[config.mk]
export PLATFORM = sky130hd
export DESIGN_NAME = pipe_addsub
export DESIGN_NICKNAME = d
export VERILOG_FILES = /design/src/rtl/addsub_pkg.sv /design/src/rtl/pipe_addsub_stage.sv /design/src/rtl/pipe_addsub.sv
export SDC_FILE = /design/constraint.sdc
export NUM_CORES = 1
export LEC_CHECK = 0
export BUFFER_PORTS_ARGS = -buffer_cell sky130_fd_sc_hd__buf_4
export CAP_MARGIN = 10
export CORE_AREA = 2 2 96 98
export CTS_CLUSTER_SIZE = 10
export DETAILED_ROUTE_END_ITERATION = 8
export DIE_AREA = 0 0 98 100
export PLACE_DENSITY = 0.87
export SLEW_MARGIN = 0
export SYNTH_ARGS = -nofsm -noshare
export SYNTH_HDL_FRONTEND = slang
export SYNTH_HIERARCHICAL = 1
export SYNTH_SLANG_ARGS = --single-unit
[constraint.sdc]
create_clock -name clk -period 2.6 [get_ports clk]
set_input_delay 0.26 -clock clk [delete_from_list [all_inputs] [get_ports clk]]
set_output_delay 0.26 -clock clk [all_outputs]
set_load 0.02 [all_outputs]
[src/rtl/addsub_pkg.sv]
// Shared definitions for the pipelined adder/subtractor: operation encoding,
// chunk-width helper and the parameter legality check used at elaboration.
package addsub_pkg;

  typedef enum logic {
    OP_ADD = 1'b0,
    OP_SUB = 1'b1
  } op_e;

  function automatic int chunk_w(input int width, input int stages);
    return width / stages;
  endfunction

  // WIDTH must split evenly into STAGES chunks of at least one bit each.
  function automatic bit cfg_ok(input int width, input int stages);
    return (width >= 2) && (stages >= 1) && (stages <= width) &&
           ((width % stages) == 0);
  endfunction

endpackage

[src/rtl/pipe_addsub_stage.sv]
// One carry-registered chunk of the pipelined adder: registered CW-bit sum,
// carry-out, running all-zero flag and valid bit; the top chunk also forms ovf.
module pipe_addsub_stage
  import addsub_pkg::*;
#(
  parameter int CW     = 4,
  parameter bit IS_TOP = 1'b0
) (
  input  logic          clk,
  input  logic          rst_n,
  input  logic          en,
  input  logic          vin,
  input  logic [CW-1:0] a,
  input  logic [CW-1:0] b,
  input  logic          sub,
  input  logic          cin,
  input  logic          zin,
  output logic          vout,
  output logic [CW-1:0] sum,
  output logic          cout,
  output logic          zout,
  output logic          ovf
);

  logic [CW-1:0] b_eff;
  logic [CW-1:0] sum_next;
  logic          cout_next;

  always_comb begin
    b_eff = (op_e'(sub) == OP_SUB) ? ~b : b;
    {cout_next, sum_next} = {1'b0, a} + {1'b0, b_eff} + {{CW{1'b0}}, cin};
  end

  // zout accumulates "every chunk so far is zero" alongside the carry.
  always_ff @(posedge clk or negedge rst_n) begin
    if (!rst_n) begin
      vout <= 1'b0;
      sum  <= '0;
      cout <= 1'b0;
      zout <= 1'b0;
    end else if (en) begin
      vout <= vin;
      sum  <= sum_next;
      cout <= cout_next;
      zout <= zin && (sum_next == '0);
    end
  end

  generate
    if (IS_TOP) begin : g_ovf
      logic cmsb;
      // Carry into the MSB recovered from the MSB sum bit and its operands.
      assign cmsb = a[CW-1] ^ b_eff[CW-1] ^ sum_next[CW-1];

      always_ff @(posedge clk or negedge rst_n) begin
        if (!rst_n) begin
          ovf <= 1'b0;
        end else if (en) begin
          ovf <= cmsb ^ cout_next;
        end
      end
    end else begin : g_no_ovf
      assign ovf = 1'b0;
    end
  endgenerate

endmodule

[src/rtl/pipe_addsub.sv]
// Pipelined WIDTH-bit adder/subtractor split into STAGES carry-registered chunks,
// with skewed operands, deskewed sum chunks and a valid/ready handshake.
module pipe_addsub
  import addsub_pkg::*;
#(
  parameter int WIDTH  = 16,
  parameter int STAGES = 4
) (
  input  logic             clk,
  input  logic             rst_n,
  input  logic             in_valid,
  output logic             in_ready,
  input  logic [WIDTH-1:0] a,
  input  logic [WIDTH-1:0] b,
  input  logic             cin,
  input  logic             sub,
  output logic             out_valid,
  input  logic             out_ready,
  output logic [WIDTH-1:0] sum,
  output logic             cout,
  output logic             ovf,
  output logic             zero
);

  localparam int CW = chunk_w(WIDTH, STAGES);

  generate
    if (!cfg_ok(WIDTH, STAGES)) begin : g_bad_cfg
      $error("pipe_addsub: WIDTH must be >= 2, STAGES in 1..WIDTH, WIDTH divisible by STAGES");
    end
  endgenerate

  logic              en;
  logic [STAGES-1:0] stage_valid;
  logic [STAGES-1:0] stage_carry;
  logic [STAGES-1:0] stage_zero;
  logic [STAGES-1:0] stage_ovf;
  logic [CW-1:0]     stage_sum [STAGES];

  // The whole pipeline moves as one unit, so a stall at the output freezes every stage.
  assign en        = !out_valid || out_ready;
  assign in_ready  = en;
  assign out_valid = stage_valid[STAGES-1];
  assign cout      = stage_carry[STAGES-1];
  assign zero      = stage_zero[STAGES-1];
  assign ovf       = |stage_ovf;

  generate
    for (genvar gi = 0; gi < STAGES; gi++) begin : g_stage
      logic [CW-1:0] a_st;
      logic [CW-1:0] b_st;
      logic          sub_st;
      logic          cin_st;
      logic          vin_st;
      logic          zin_st;

      if (gi == 0) begin : g_first
        assign a_st   = a[CW-1:0];
        assign b_st   = b[CW-1:0];
        assign sub_st = sub;
        assign cin_st = (op_e'(sub) == OP_SUB) ? 1'b1 : cin;
        assign vin_st = in_valid;
        assign zin_st = 1'b1;
      end else begin : g_skew
        // Chunk gi waits gi cycles so it meets the carry of its own beat.
        logic [CW-1:0] a_sk   [gi];
        logic [CW-1:0] b_sk   [gi];
        logic          sub_sk [gi];

        always_ff @(posedge clk) begin
          if (en) begin
            a_sk[0]   <= a[gi*CW +: CW];
            b_sk[0]   <= b[gi*CW +: CW];
            sub_sk[0] <= sub;
            for (int k = 1; k < gi; k++) begin
              a_sk[k]   <= a_sk[k-1];
              b_sk[k]   <= b_sk[k-1];
              sub_sk[k] <= sub_sk[k-1];
            end
          end
        end

        assign a_st   = a_sk[gi-1];
        assign b_st   = b_sk[gi-1];
        assign sub_st = sub_sk[gi-1];
        assign cin_st = stage_carry[gi-1];
        assign vin_st = stage_valid[gi-1];
        assign zin_st = stage_zero[gi-1];
      end

      pipe_addsub_stage #(
        .CW     (CW),
        .IS_TOP (gi == STAGES - 1)
      ) u_stage (
        .clk   (clk),
        .rst_n (rst_n),
        .en    (en),
        .vin   (vin_st),
        .a     (a_st),
        .b     (b_st),
        .sub   (sub_st),
        .cin   (cin_st),
        .zin   (zin_st),
        .vout  (stage_valid[gi]),
        .sum   (stage_sum[gi]),
        .cout  (stage_carry[gi]),
        .zout  (stage_zero[gi]),
        .ovf   (stage_ovf[gi])
      );

      if (gi < STAGES - 1) begin : g_deskew
        localparam int D = STAGES - 1 - gi;
        logic [CW-1:0] ds [D];

        always_ff @(posedge clk or negedge rst_n) begin
          if (!rst_n) begin
            for (int k = 0; k < D; k++) ds[k] <= '0;
          end else if (en) begin
            ds[0] <= stage_sum[gi];
            for (int k = 1; k < D; k++) ds[k] <= ds[k-1];
          end
        end

        assign sum[gi*CW +: CW] = ds[D-1];
      end else begin : g_last
        assign sum[gi*CW +: CW] = stage_sum[gi];
      end
    end
  endgenerate

endmodule

== Word level (Yosys, flattened, before mapping) ==
Memories as Yosys holds them, arrays and structs flattened.
Cells that the tools add are included.
Cells by class
  reduce and logical (&&, ||, !) cells: 9
  muxes and demuxes: 7
  bitwise operators: 7
  $add $sub $neg: 8
Operator list (count)
  adder 4 x 4 -> 5 bit: 4
  adder 5 x 1 -> 5 bit: 4
  zero test 4 bit: 4
  two-way mux 4 bit: 4
  NOT 4 bit: 4
  logical AND 1 bit: 3
  two-way mux 1 bit: 3
  bitwise XOR 1 bit: 3
  zero test 1 bit: 1
  logical OR 1 bit: 1
Storage, ports and cells
  input port bits: 38
  output and inout port bits: 21
  bits in registers: 53
  memories kept: 9
  word-level logic and storage cells: 63
  RAM bits: 54
Memory list
  g_stage[3].g_skew.a_sk: depth 3, bits a word 4, rd ports 3, clocked after Yosys merged registers in 0, wr ports 3, line pipe_addsub.sv:66  | logic [CW-1:0] a_sk [gi];
  g_stage[3].g_skew.b_sk: depth 3, bits a word 4, rd ports 3, clocked after Yosys merged registers in 0, wr ports 3, line pipe_addsub.sv:67  | logic [CW-1:0] b_sk [gi];
  g_stage[2].g_skew.a_sk: depth 2, bits a word 4, rd ports 2, clocked after Yosys merged registers in 0, wr ports 2, line pipe_addsub.sv:66
  g_stage[2].g_skew.b_sk: depth 2, bits a word 4, rd ports 2, clocked after Yosys merged registers in 0, wr ports 2, line pipe_addsub.sv:67
  g_stage[1].g_skew.a_sk: depth 1, bits a word 4, rd ports 1, clocked after Yosys merged registers in 0, wr ports 1, line pipe_addsub.sv:66
  g_stage[1].g_skew.b_sk: depth 1, bits a word 4, rd ports 1, clocked after Yosys merged registers in 0, wr ports 1, line pipe_addsub.sv:67
  3 more memories

== Logic depth before layout (Yosys ltp) ==
Gate-level depths: netlist of the first run.
An unclocked memory read counts as a cell.
  depth after elaboration: 7
  mapped depth: 8
  mapped depth without buffers: 8

== Cells and area by module ==
Netlist of the first run, hierarchy kept.
By module, submodules not included
  pipe_addsub: instances 1, cells each 114, area an instance 2616.3 µm², seq. area each 2132.0 µm²
  pipe_addsub_stage (g_stage[0].u_stage ...): instances 3, cells each 48, area an instance 530.5 µm², seq. area each 175.2 µm²
  pipe_addsub_stage (g_stage[3].u_stage): instances 1, cells each 44, area an instance 485.5 µm², seq. area each 200.2 µm²

== Worst setup path after synthesis of the first run ==
OpenSTA, ideal clock, no wires.
  path type: reg-to-reg
  from: memory g_stage[2].g_skew.sub_sk[0][0]
  to: register g_stage[1].u_stage.zout
  library setup time: 0.064 ns
  data arrival time: 2.119 ns
  period minus slack after synthesis: 2.184 ns
  setup slack: 0.416 ns
  data required time: 2.536 ns
  stages on the path, launching flop included: 8
  path buffers: 0
  path through: edfxtp_1 xnor2_1 fa_1 inv_1 fa_1 nand4b_4 a2111oi_2 a211o_1
RTL lines
  start, declared: line pipe_addsub.sv:68  | logic sub_sk [gi];
  end signal, assigned: line pipe_addsub_stage.sv:45  | zout <= zin && (sum_next == '0);
  end, declared: line pipe_addsub_stage.sv:21  | output logic zout,

==> results.yml, run 1 <==
outcome:
  status: "complete, no violations"
layout:
  nets: 420
  multi_input_area_um2: 1580
  final_core_util: 0.599
  fillers: 684
  drive_gt1_frac: 0.354
  final_cells: 475
  seq_area_um2: 2860
  area_delta_synth_final_pct: 13.4
  n_antenna_cell: 0
clock_tree:
  cts_tree: "done"
  post-cts-setup-buffers: 0
  cts_buffers: 9
  clkSinkCount: 104
  htree_num_levels: 3
  ctsResizeCount: 0
  clkTransAtPathRegs_ps: 90
  cts_buffer_depth: 2
  clock_latency_ps: 370
  cts_root_buffer: "clkbuf_8"
  hold_buffers: 1
detailed_routing:
  ant_nets: 0
  wl_met3_um: 246
  wl_per_cell_um: 13.6
  wl_met2_um: 3020
  drtIter0Drc: 96
  drtPass1Iterations: 5
  vias: 2369
  routed.top_layer: "met4"
  drt-total-wl_um: 6450
  drc: 0
  post_drt_via_cell_ratio: 4.99
  wl_met1_um: 3090
global_routing:
  grt_pass1_vias: 2360
  grt_pass1_wl_um: 11100
  grt-ovfl-total: 0
  antenna_found_initial: 0
  grtUsageTotal: 0.143
  grt_max_degree: 54
sta:
  holdWs_ps: 68.9
  tns_ps: 0
  timing.final.ws_setup_ps: 225
  fmax_mhz: 421
  relSlewSlack: 0.528
  layout_min_cycle_time_ps: 2380
  finalMaxSlewViolations: 0
  period_share: 0.914
  skew_ps: 14.2
  max_slew.worst_pin.slew_ps: 709
  hold_viol: 0
  rsz0062_at_grt: "no"
  setup_viol: 0
synthesis:
  yosys.area.top_type: "edfxtp_1"
  synth_top_cells_by_area: "edfxtp_1 33%, dfrtp_1 28%, mux2_4 6.1%"
  netlist.area_leader.share: 0.326
  synth_edf_count: 51
  async_flop_share: 0.510
  ys_warn_count: 6
  yosysMostFrequentCell: "dfrtp_1"
  ys_seq_elements: 104
  ys_types: 35
  syn_inst: 302
  synth_area_per_cell_um2: 15.5
  ys_top_cells_by_count: "53 x dfrtp_1, 51 x edfxtp_1, 22 x inv_1"
  syn_area_um2: 4690
  yosysSeqAreaShare: 0.609
  synthFlopType: "dfrtp_1"
  synth_nets: 363
critical_path:
  worst_setup_path_start_kind: "flip-flop"
  path_cells: "xnor2_1, fa_1, inv_1, fa_1, nand4b_4, a2111oi_2, a211o_1"
  end_kind: "flip-flop"
  arrival_ps: 2680
  reg2reg_to: "g_stage[1].u_stage/zout"
  rr_worst_depth: 7
  cp.required_ps: 2900
  critical_path.most_common_cell: "fa_1"
  r2r-start: "g_stage[2].g_skew.sub_sk[0][0]"
  ff2ff_setup_slack_ps: 220
  cpMaxStageDelayCell: "edfxtp_1"
  slowest_delay_ps: 510
  cp_max_fo: 5
  crit_type: "reg2reg"
hold_path:
  hold_path.class: "in2reg"
  hp-start: "b[4]"
  hold-path-cell-count: 1
  hold_end: "g_stage[1].g_skew.b_sk[0][0]"
floorplan:
  die_area_um2: 9800
  start_util: 0.528
  die_y_um: 100
  placeableCoreArea_um2: 8890
  pin_count: 59
  std_cell_rows: 35
  die_w_um: 98
placed_design:
  dp_slack_ps: 252
  place.gp.congestion: 0.877
  dp_hpwl_um: 4600
  dp_cells: 458
  numPortBuffers: 58
run:
  maxCapViolCount: 0
power:
  power.leakage_nw: 2.42
  cellPowerDensity_nw_per_um2: 1170
  ir_drop_v: 0.000441
==> layout by cell type (no fill, tap or decap), drive strengths merged <==
master | synthesis | routed
xnor2 | 5 | 5
o22ai | 4 | 4
nor2b | 1 | 1
dfrtp | 53 | 53
or2 | 1 | 1
a2111oi | 3 | 3
mux2i | 3 | 3
clkinv | 0 | 4
fa | 8 | 8
a211o | 6 | 6
dlygate4sd3 | 0 | 1
a21o | 4 | 4
and3b | 3 | 3
inv | 22 | 24
a21oi | 18 | 18
nand2b | 1 | 1
nand3b | 3 | 3
nand4 | 1 | 1
mux2 | 36 | 36
edfxtp | 51 | 51
nand2 | 1 | 1
ha | 15 | 15
clkbuf | 0 | 10
nand4b | 3 | 3
or4 | 1 | 1
and2b | 3 | 3
nor2 | 13 | 13
o21ai | 4 | 4
conb | 4 | 4
buf | 18 | 63
xor2 | 17 | 17
==> critical path, delay by kind of cell (launching register included) <==
family | cells | cell delay (ps)
XOR/XNOR | 1 | 190
adder cells (fa/ha/maj) | 2 | 840
buffers and inverters | 1 | 90
AND/OR/NAND/NOR | 1 | 190
AO/OA/AOI/OAI | 2 | 500
flip-flops | 1 | 510
==> how the worst max path moves through the flow <==
| stage | startpoint | end | slack (ps) | cells past startpoint |
|---|---|---|---|---|
| 2_1_floorplan | g_stage[2].g_skew.sub_sk[0][0] | g_stage[1].u_stage/zout | 420 | 7 |
| 3_3_place_gp | g_stage[3].g_skew.sub_sk[0][1] | g_stage[2].u_stage/zout | 340 | 7 |
| 3_5_place_dp | g_stage[3].g_skew.sub_sk[0][1] | g_stage[2].u_stage/zout | 250 | 7 |
| 4_1_cts | g_stage[2].g_skew.sub_sk[0][0] | g_stage[1].u_stage/zout | 210 | 7 |
| 5_1_grt | g_stage[2].g_skew.sub_sk[0][0] | g_stage[1].u_stage/zout | 80 | 7 |
| 6_report | g_stage[2].g_skew.sub_sk[0][0] | g_stage[1].u_stage/zout | 220 | 7 |
==> routing by layer <==
layer / track usage / up-vias
met4: 0.0481 / 0
li1: - / 1165
met5: 0 / -
met3: 0.0411 / 8
met1: 0.198 / 1152
met2: 0.219 / 44
==> layout make-up <==
class / count / share of cell area
clock inverters: 6 / 0.00964
well taps: 111 / 0.0261
clock buffers: 10 / 0.0240
repair buffers: 64 / 0.0908
flip-flops and latches: 104 / 0.537
inverters: 22 / 0.0155
multi-input cells: 158 / 0.297
==> where the power goes <==
| group | total (W) | internal (W) | switching (W) |
|---|---|---|---|
| logic | 0.00258 | 0.00131 | 0.00127 |
| clock network | 0.000911 | 0.000362 | 0.000549 |
| registers | 0.00273 | 0.00241 | 0.000316 |
==> registers in the layout (all words and copies together), names as in the netlist <==
signal,count
g_stage.g_skew.a_sk,24
sum,8
g_stage.u_stage/cout,4
g_stage.g_skew.sub_sk,3
g_stage.u_stage/sum,16
g_stage.u_stage/vout,4
g_stage.g_deskew.ds,16
g_stage.u_stage/ovf,1
g_stage.u_stage/zout,4
g_stage.g_skew.b_sk,24
==> cells by family (layout without fill, tap and decap cells) <==
group / count (synthesis) / after routing / synth area share
buffers and inverters: 40 / 102 / 0.0544
other: 4 / 4 / 0.00320
xor gates and xnor gates: 22 / 22 / 0.0411
DFF: 104 / 104 / 0.609
adders and majority gates: 23 / 23 / 0.0741
and+or+nand+nor: 31 / 31 / 0.0517
muxes: 39 / 39 / 0.108
AOI/OAI and AO/OA: 39 / 39 / 0.0587
==> stage by stage <==
stage / total power (W) / area (um^2)
after floorplan: 0.00479 / 4690
after global placement: 0.00523 / 5130
after detailed placement: 0.00536 / 5130
after CTS: 0.00629 / 5320
after global routing: 0.00668 / 5320
final: 0.00622 / 5320
Power figures use the tool's default switching activity.
==> run 2: changes to the inputs <==
Settings changed: BUFFER_PORTS_ARGS -buffer_cell sky130_fd_sc_hd__buf_4 to -buffer_cell sky130_fd_sc_hd__buf_2.
==> results.yml, run 2 (same netlist as run 1, synthesis figures left out) <==
outcome:
  status: "complete, no violations"
hold_path:
  hold_path.class: "in2reg"
power:
  p_switching_w: 0.00214
  power.leakage_nw: 2.38
  pwr-share-clk: 0.147
  pwr-share-comb: 0.411
  p_seq_frac: 0.442
  ir_drop_v: 0.000439
  switching_share: 0.348
  cellPowerDensity_nw_per_um2: 1180
  cell_internal_pwr_w: 0.00401
global_routing:
  grt-ovfl-total: 0
  grtUsageTotal: 0.149
  grt_max_degree: 42
  grt_pass1_wl_um: 11400
  antenna_found_initial: 0
  grt_pass1_vias: 2431
clock_tree:
  cts_buffers: 9
  cts_root_buffer: "clkbuf_8"
  clock_latency_ps: 370
  clkSinkCount: 104
  clkTransAtPathRegs_ps: 90
  htree_num_levels: 3
  cts_buffer_depth: 2
  cts_tree: "done"
sta:
  hold_viol: 0
  fmax_mhz: 417
  period_share: 0.922
  finalMaxSlewViolations: 0
  skew_ps: 7.17
  rsz0062_at_grt: "no"
  max_slew.worst_pin.slew_ps: 655
  layout_min_cycle_time_ps: 2400
  setup_viol: 0
  tns_ps: 0
  relSlewSlack: 0.563
layout:
  seq_area_um2: 2860
  n_antenna_cell: 0
  fillers: 696
  nets: 421
  reg_top3: "g_stage.g_skew.a_sk x24, g_stage.g_skew.b_sk x24"
  fin_area_um2: 5210
  mostFrequentLayoutCells: "58 x buf_2, 53 x dfrtp_1, 51 x edfxtp_1, 22 x inv_1, 19 x mux2_4"
  multi_input_area_um2: 1580
  drive_gt1_frac: 0.353
  area_delta_synth_final_pct: 11.0
  mostFrequentLayoutCell: "buf_2"
floorplan:
  start_util: 0.528
  pin_count: 59
  die_area_um2: 9800
  placeableCoreArea_um2: 8890
  die_y_um: 100
  die_w_um: 98
  std_cell_rows: 35
critical_path:
  end_kind: "flip-flop"
  cpMaxStageDelayCell: "edfxtp_1"
  ff2ff_setup_slack_ps: 200
  path_cells: "xnor2_1, fa_1, inv_1, fa_1, nand4b_4, a2111oi_2, a211o_1"
  worst_setup_path_start_kind: "flip-flop"
  cp.required_ps: 2910
  crit_type: "reg2reg"
  slowest_delay_ps: 500
  cp_max_fo: 5
  critical_path.most_common_cell: "fa_1"
  arrival_ps: 2710
detailed_routing:
  wl_per_cell_um: 14.1
  drc: 0
  drtIter0Drc: 75
  vias: 2359
  drt-total-wl_um: 6730
  drtPass1Iterations: 4
  ant_nets: 0
  post_drt_via_cell_ratio: 4.96
placed_design:
  numPortBuffers: 58
  dp_hpwl_um: 4960
  place_area_um2: 5020
  place.gp.congestion: 0.884
run:
  maxCapViolCount: 0
## run 2: layer usage
layer | vias to the layer above | track usage | share of wire
li1 | 1162 | - | -
met1 | 1136 | 0.193 | 0.45
met2 | 48 | 0.229 | 0.48
met3 | 13 | 0.0418 | 0.039
met4 | 0 | 0.0823 | 0.026
met5 | - | 0 | 0
## run 2: cell type report
class,instances,area share
timing repair buffer,65,0.0711
clock inverter,6,0.00961
clock buffer,10,0.0245
tap,111,0.0267
multi-input combinational,158,0.303
inverter,22,0.0159
sequential,104,0.549
## run 2: through the flow
step,power (W),instances,hold slack (ps),utilization,worst slack (ps)
6_report,0.00616,476,60.1,0.586,202
5_1_grt,0.00661,476,33.5,0.586,75.6
4_1_cts,0.00623,476,46.4,0.586,216
3_5_place_dp,0.00531,459,228,0.565,230
3_3_place_gp,0.00515,459,214,0.565,336
2_1_floorplan,0.00479,302,-35.6,-,416
## run 2: critical path: cells and delay by family, from the launching register on
| family | cells | cell delay, ps |
|---|---|---|
| simple gates | 1 | 190 |
| xor+xnor | 1 | 190 |
| compound gates | 2 | 530 |
| fa+ha+maj | 2 | 850 |
| buf+inv | 1 | 90 |
| flops | 1 | 500 |
## run 2: power groups by stage
stage               Combinational, W  Clock [W]  Sequential, W
finish                       0.00253   0.000906        0.00272
detailed placement           0.00254          0        0.00278
global placement             0.00242          0        0.00273
CTS                          0.00255   0.000942        0.00274
floorplan                    0.00203          0        0.00277
global route                 0.00280    0.00102        0.00280
## run 2: final timing paths
kind	start	to	cells past startpoint
min in group asynchronous	rst_n	sum[3]	2
setup / recovery	g_stage[2].g_skew.sub_sk[0][0]	g_stage[1].u_stage/zout	7
hold / removal	b[5]	g_stage[1].g_skew.b_sk[0][1]	1
hold reg to reg	g_stage[3].g_skew.a_sk[0][3]	g_stage[3].g_skew.a_sk[0][7]	0
max in group asynchronous	rst_n	g_stage[2].g_deskew.ds[3]	3
setup reg to reg	g_stage[2].g_skew.sub_sk[0][0]	g_stage[1].u_stage/zout	7
## run 2: what timing repair did
item / 4_1_cts / 5_1_grt
gates resized for setup: 0 / 0
setup buffers: 0 / 0
hold buffers: 1 / 0
hold endpoints to repair: 19 / 0
==> run 3: changes to the inputs <==
Settings changed: CORE_AREA 2 2 96 98 to 2 2 75 113, DIE_AREA 0 0 98 100 to 0 0 77 115, PLACE_DENSITY 0.87 to 0.88, SLEW_MARGIN 0 to unset, SYNTH_HIERARCHICAL 1 to unset.
==> results.yml, run 3 <==
sta:
  fmax_mhz: 404
  period_share: 0.952
  finalMaxSlewViolations: 0
  holdWs_ps: 87.3
  setup_viol: 0
  hold_viol: 0
  layout_min_cycle_time_ps: 2470
  max_slew.worst_pin.slew_ps: 1120
  skew_ps: 7.31
  relSlewSlack: 0.254
  rsz0062_at_grt: "no"
  tns_ps: 0
clock_tree:
  clkSinkCount: 104
  cts_tree: "done"
  clkTransAtPathRegs_ps: 70
  clock_latency_ps: 340
  cts_root_buffer: "clkbuf_16"
  cts_buffers: 9
  htree_num_levels: 3
  cts_buffer_depth: 2
synthesis:
  synthFlopType: "dfrtp_1"
  netlist.area_leader.share: 0.358
  synth_top_cells_by_area: "edfxtp_1 36%, dfrtp_1 31%, nand2_1 9.1%"
  yosysMostFrequentCell: "nand2_1"
  yosys.area.top_type: "edfxtp_1"
  ys_top_cells_by_count: "104 x nand2_1, 53 x dfrtp_1, 51 x edfxtp_1"
  async_flop_share: 0.510
  yosysSeqAreaShare: 0.668
  ys_types: 35
  synth_edf_count: 51
  syn_inst: 344
  syn_area_um2: 4280
  ys_seq_elements: 104
  ys_warn_count: 0
  synth_nets: 403
  synth_area_per_cell_um2: 12.4
detailed_routing:
  ant_nets: 0
  drc: 0
  post_drt_via_cell_ratio: 4.91
  drtPass1Iterations: 4
  drt-total-wl_um: 6430
  vias: 2495
  wl_per_cell_um: 12.6
  drtIter0Drc: 167
global_routing:
  grt_pass1_wl_um: 10600
  grt_pass1_vias: 2416
  grt-ovfl-total: 0
  grtUsageTotal: 0.157
  antenna_found_initial: 0
  grt_max_degree: 107
floorplan:
  placeableCoreArea_um2: 7910
  pin_count: 59
  die_y_um: 115
  std_cell_rows: 40
  die_area_um2: 8860
  die_w_um: 77
  start_util: 0.541
layout:
  mostFrequentLayoutCell: "nand2_1"
  drive_gt1_frac: 0.199
  mostFrequentLayoutCells: "104 x nand2_1, 58 x buf_2, 53 x dfrtp_1, 51 x edfxtp_1"
  fillers: 646
  nets: 457
  n_antenna_cell: 0
  reg_top3: "g_stage.g_skew.a_sk x24, g_stage.g_skew.b_sk x24"
  area_delta_synth_final_pct: 15.3
critical_path:
  cp_max_fo: 3
  arrival_ps: 2750
  worst_setup_path_start_kind: "flip-flop"
  end_kind: "flip-flop"
  crit_type: "reg2reg"
  cp.required_ps: 2870
outcome:
  status: "complete, no violations"
power:
  ir_drop_v: 0.000716
  cellPowerDensity_nw_per_um2: 1240
  power.leakage_nw: 2.28
placed_design:
  numPortBuffers: 58
  place.gp.congestion: 0.778
  dp_hpwl_um: 4380
hold_path:
  hold_path.class: "in2reg"
run:
  maxCapViolCount: 0
==> run 3: changes by cell type after synthesis, sizes merged, moves of 4 or more <==
cell	change
xnor2	+4
inv	-12
o22ai	-4
clkbuf	+6
mux2	-34
a21oi	-4
a211o	-6
conb	-4
nand2	+103
buf	-4
==> run 3: critical path, stage by stage, from the launching register on <==
cell and delay (ps):
edfxtp_1 410, xnor2_1 160, fa_1 400, fa_1 410
xnor2_1 170, or4_1 460, or3_1 310, nand3_1 90
==> run 3: timing repair <==
action | 4_1_cts | 5_1_grt
gates resized for setup | 0 | 0
endpoints found under the hold margin | 27 | 0
setup buffers | 0 | 0
hold buffers | 1 | 0
==> run 3: area by class of cell <==
class                           instances  area, um^2  area share
Inverter                               10        38.8     0.00787
Timing Repair Buffer                   63         330      0.0670
Tap cell                              105         131      0.0266
Clock buffer                           11         234      0.0474
Multi-Input combinational cell        210        1280       0.260
Sequential cell                       104        2860       0.580
Clock inverter                          5        57.6      0.0117
==> run 3: final timing paths <==
| check | cells past startpoint | end | from | slack (ps) |
|---|---|---|---|---|
| worst max-delay path | 7 | g_stage[1].u_stage.zout | g_stage[3].g_skew.sub_sk[0][0] | 130 |
| worst min-delay path | 1 | g_stage[3].g_skew.a_sk[0][1] | a[13] | 90 |
| worst max register to register | 7 | g_stage[1].u_stage.zout | g_stage[3].g_skew.sub_sk[0][0] | 130 |
| worst min register to register | 0 | g_stage[2].g_skew.b_sk[0][5] | g_stage[2].g_skew.b_sk[0][1] | 420 |
| max in group asynchronous | 3 | g_stage[1].u_stage.zout | rst_n | 1400 |
| min in group asynchronous | 2 | sum[4] | rst_n | 450 |
==> run 3: cells by family after synthesis <==
kind of cell | after synthesis | share of synthesized area
xor+xnor | 24 | 0.0492
mux | 2 | 0.00527
flops | 104 | 0.668
simple gates | 132 | 0.124
fa+ha+maj | 21 | 0.0755
buf+inv | 30 | 0.0337
compound gates | 31 | 0.0442
==> run 3: stage by stage <==
step | total power, W | utilization | setup slack [ps] | instances | area (um^2)
4_1_cts | 0.00616 | 0.624 | 123 | 508 | 4930
6_report | 0.00611 | 0.624 | 125 | 508 | 4930
5_1_grt | 0.00653 | 0.624 | 20.7 | 508 | 4930
3_3_place_gp | 0.00466 | 0.585 | 195 | 491 | 4630
2_1_floorplan | 0.00431 | - | 135 | 344 | 4280
3_5_place_dp | 0.00483 | 0.585 | 136 | 491 | 4630
==> run 3: where the power goes <==
group | internal [W] | leakage, nW | switching, W
sequential | 0.00241 | 1.16 | 0.000280
clock | 0.000752 | 0.147 | 0.000560
combinational | 0.000841 | 0.975 | 0.00127
==> run 3: layer usage <==
metal | share of wire | vias to the layer above | track usage
li1 | - | 1240 | -
met1 | 0.41 | 1191 | 0.175
met2 | 0.53 | 51 | 0.273
met3 | 0.038 | 13 | 0.0447
met4 | 0.025 | 0 | 0.0869
met5 | 0 | - | 0
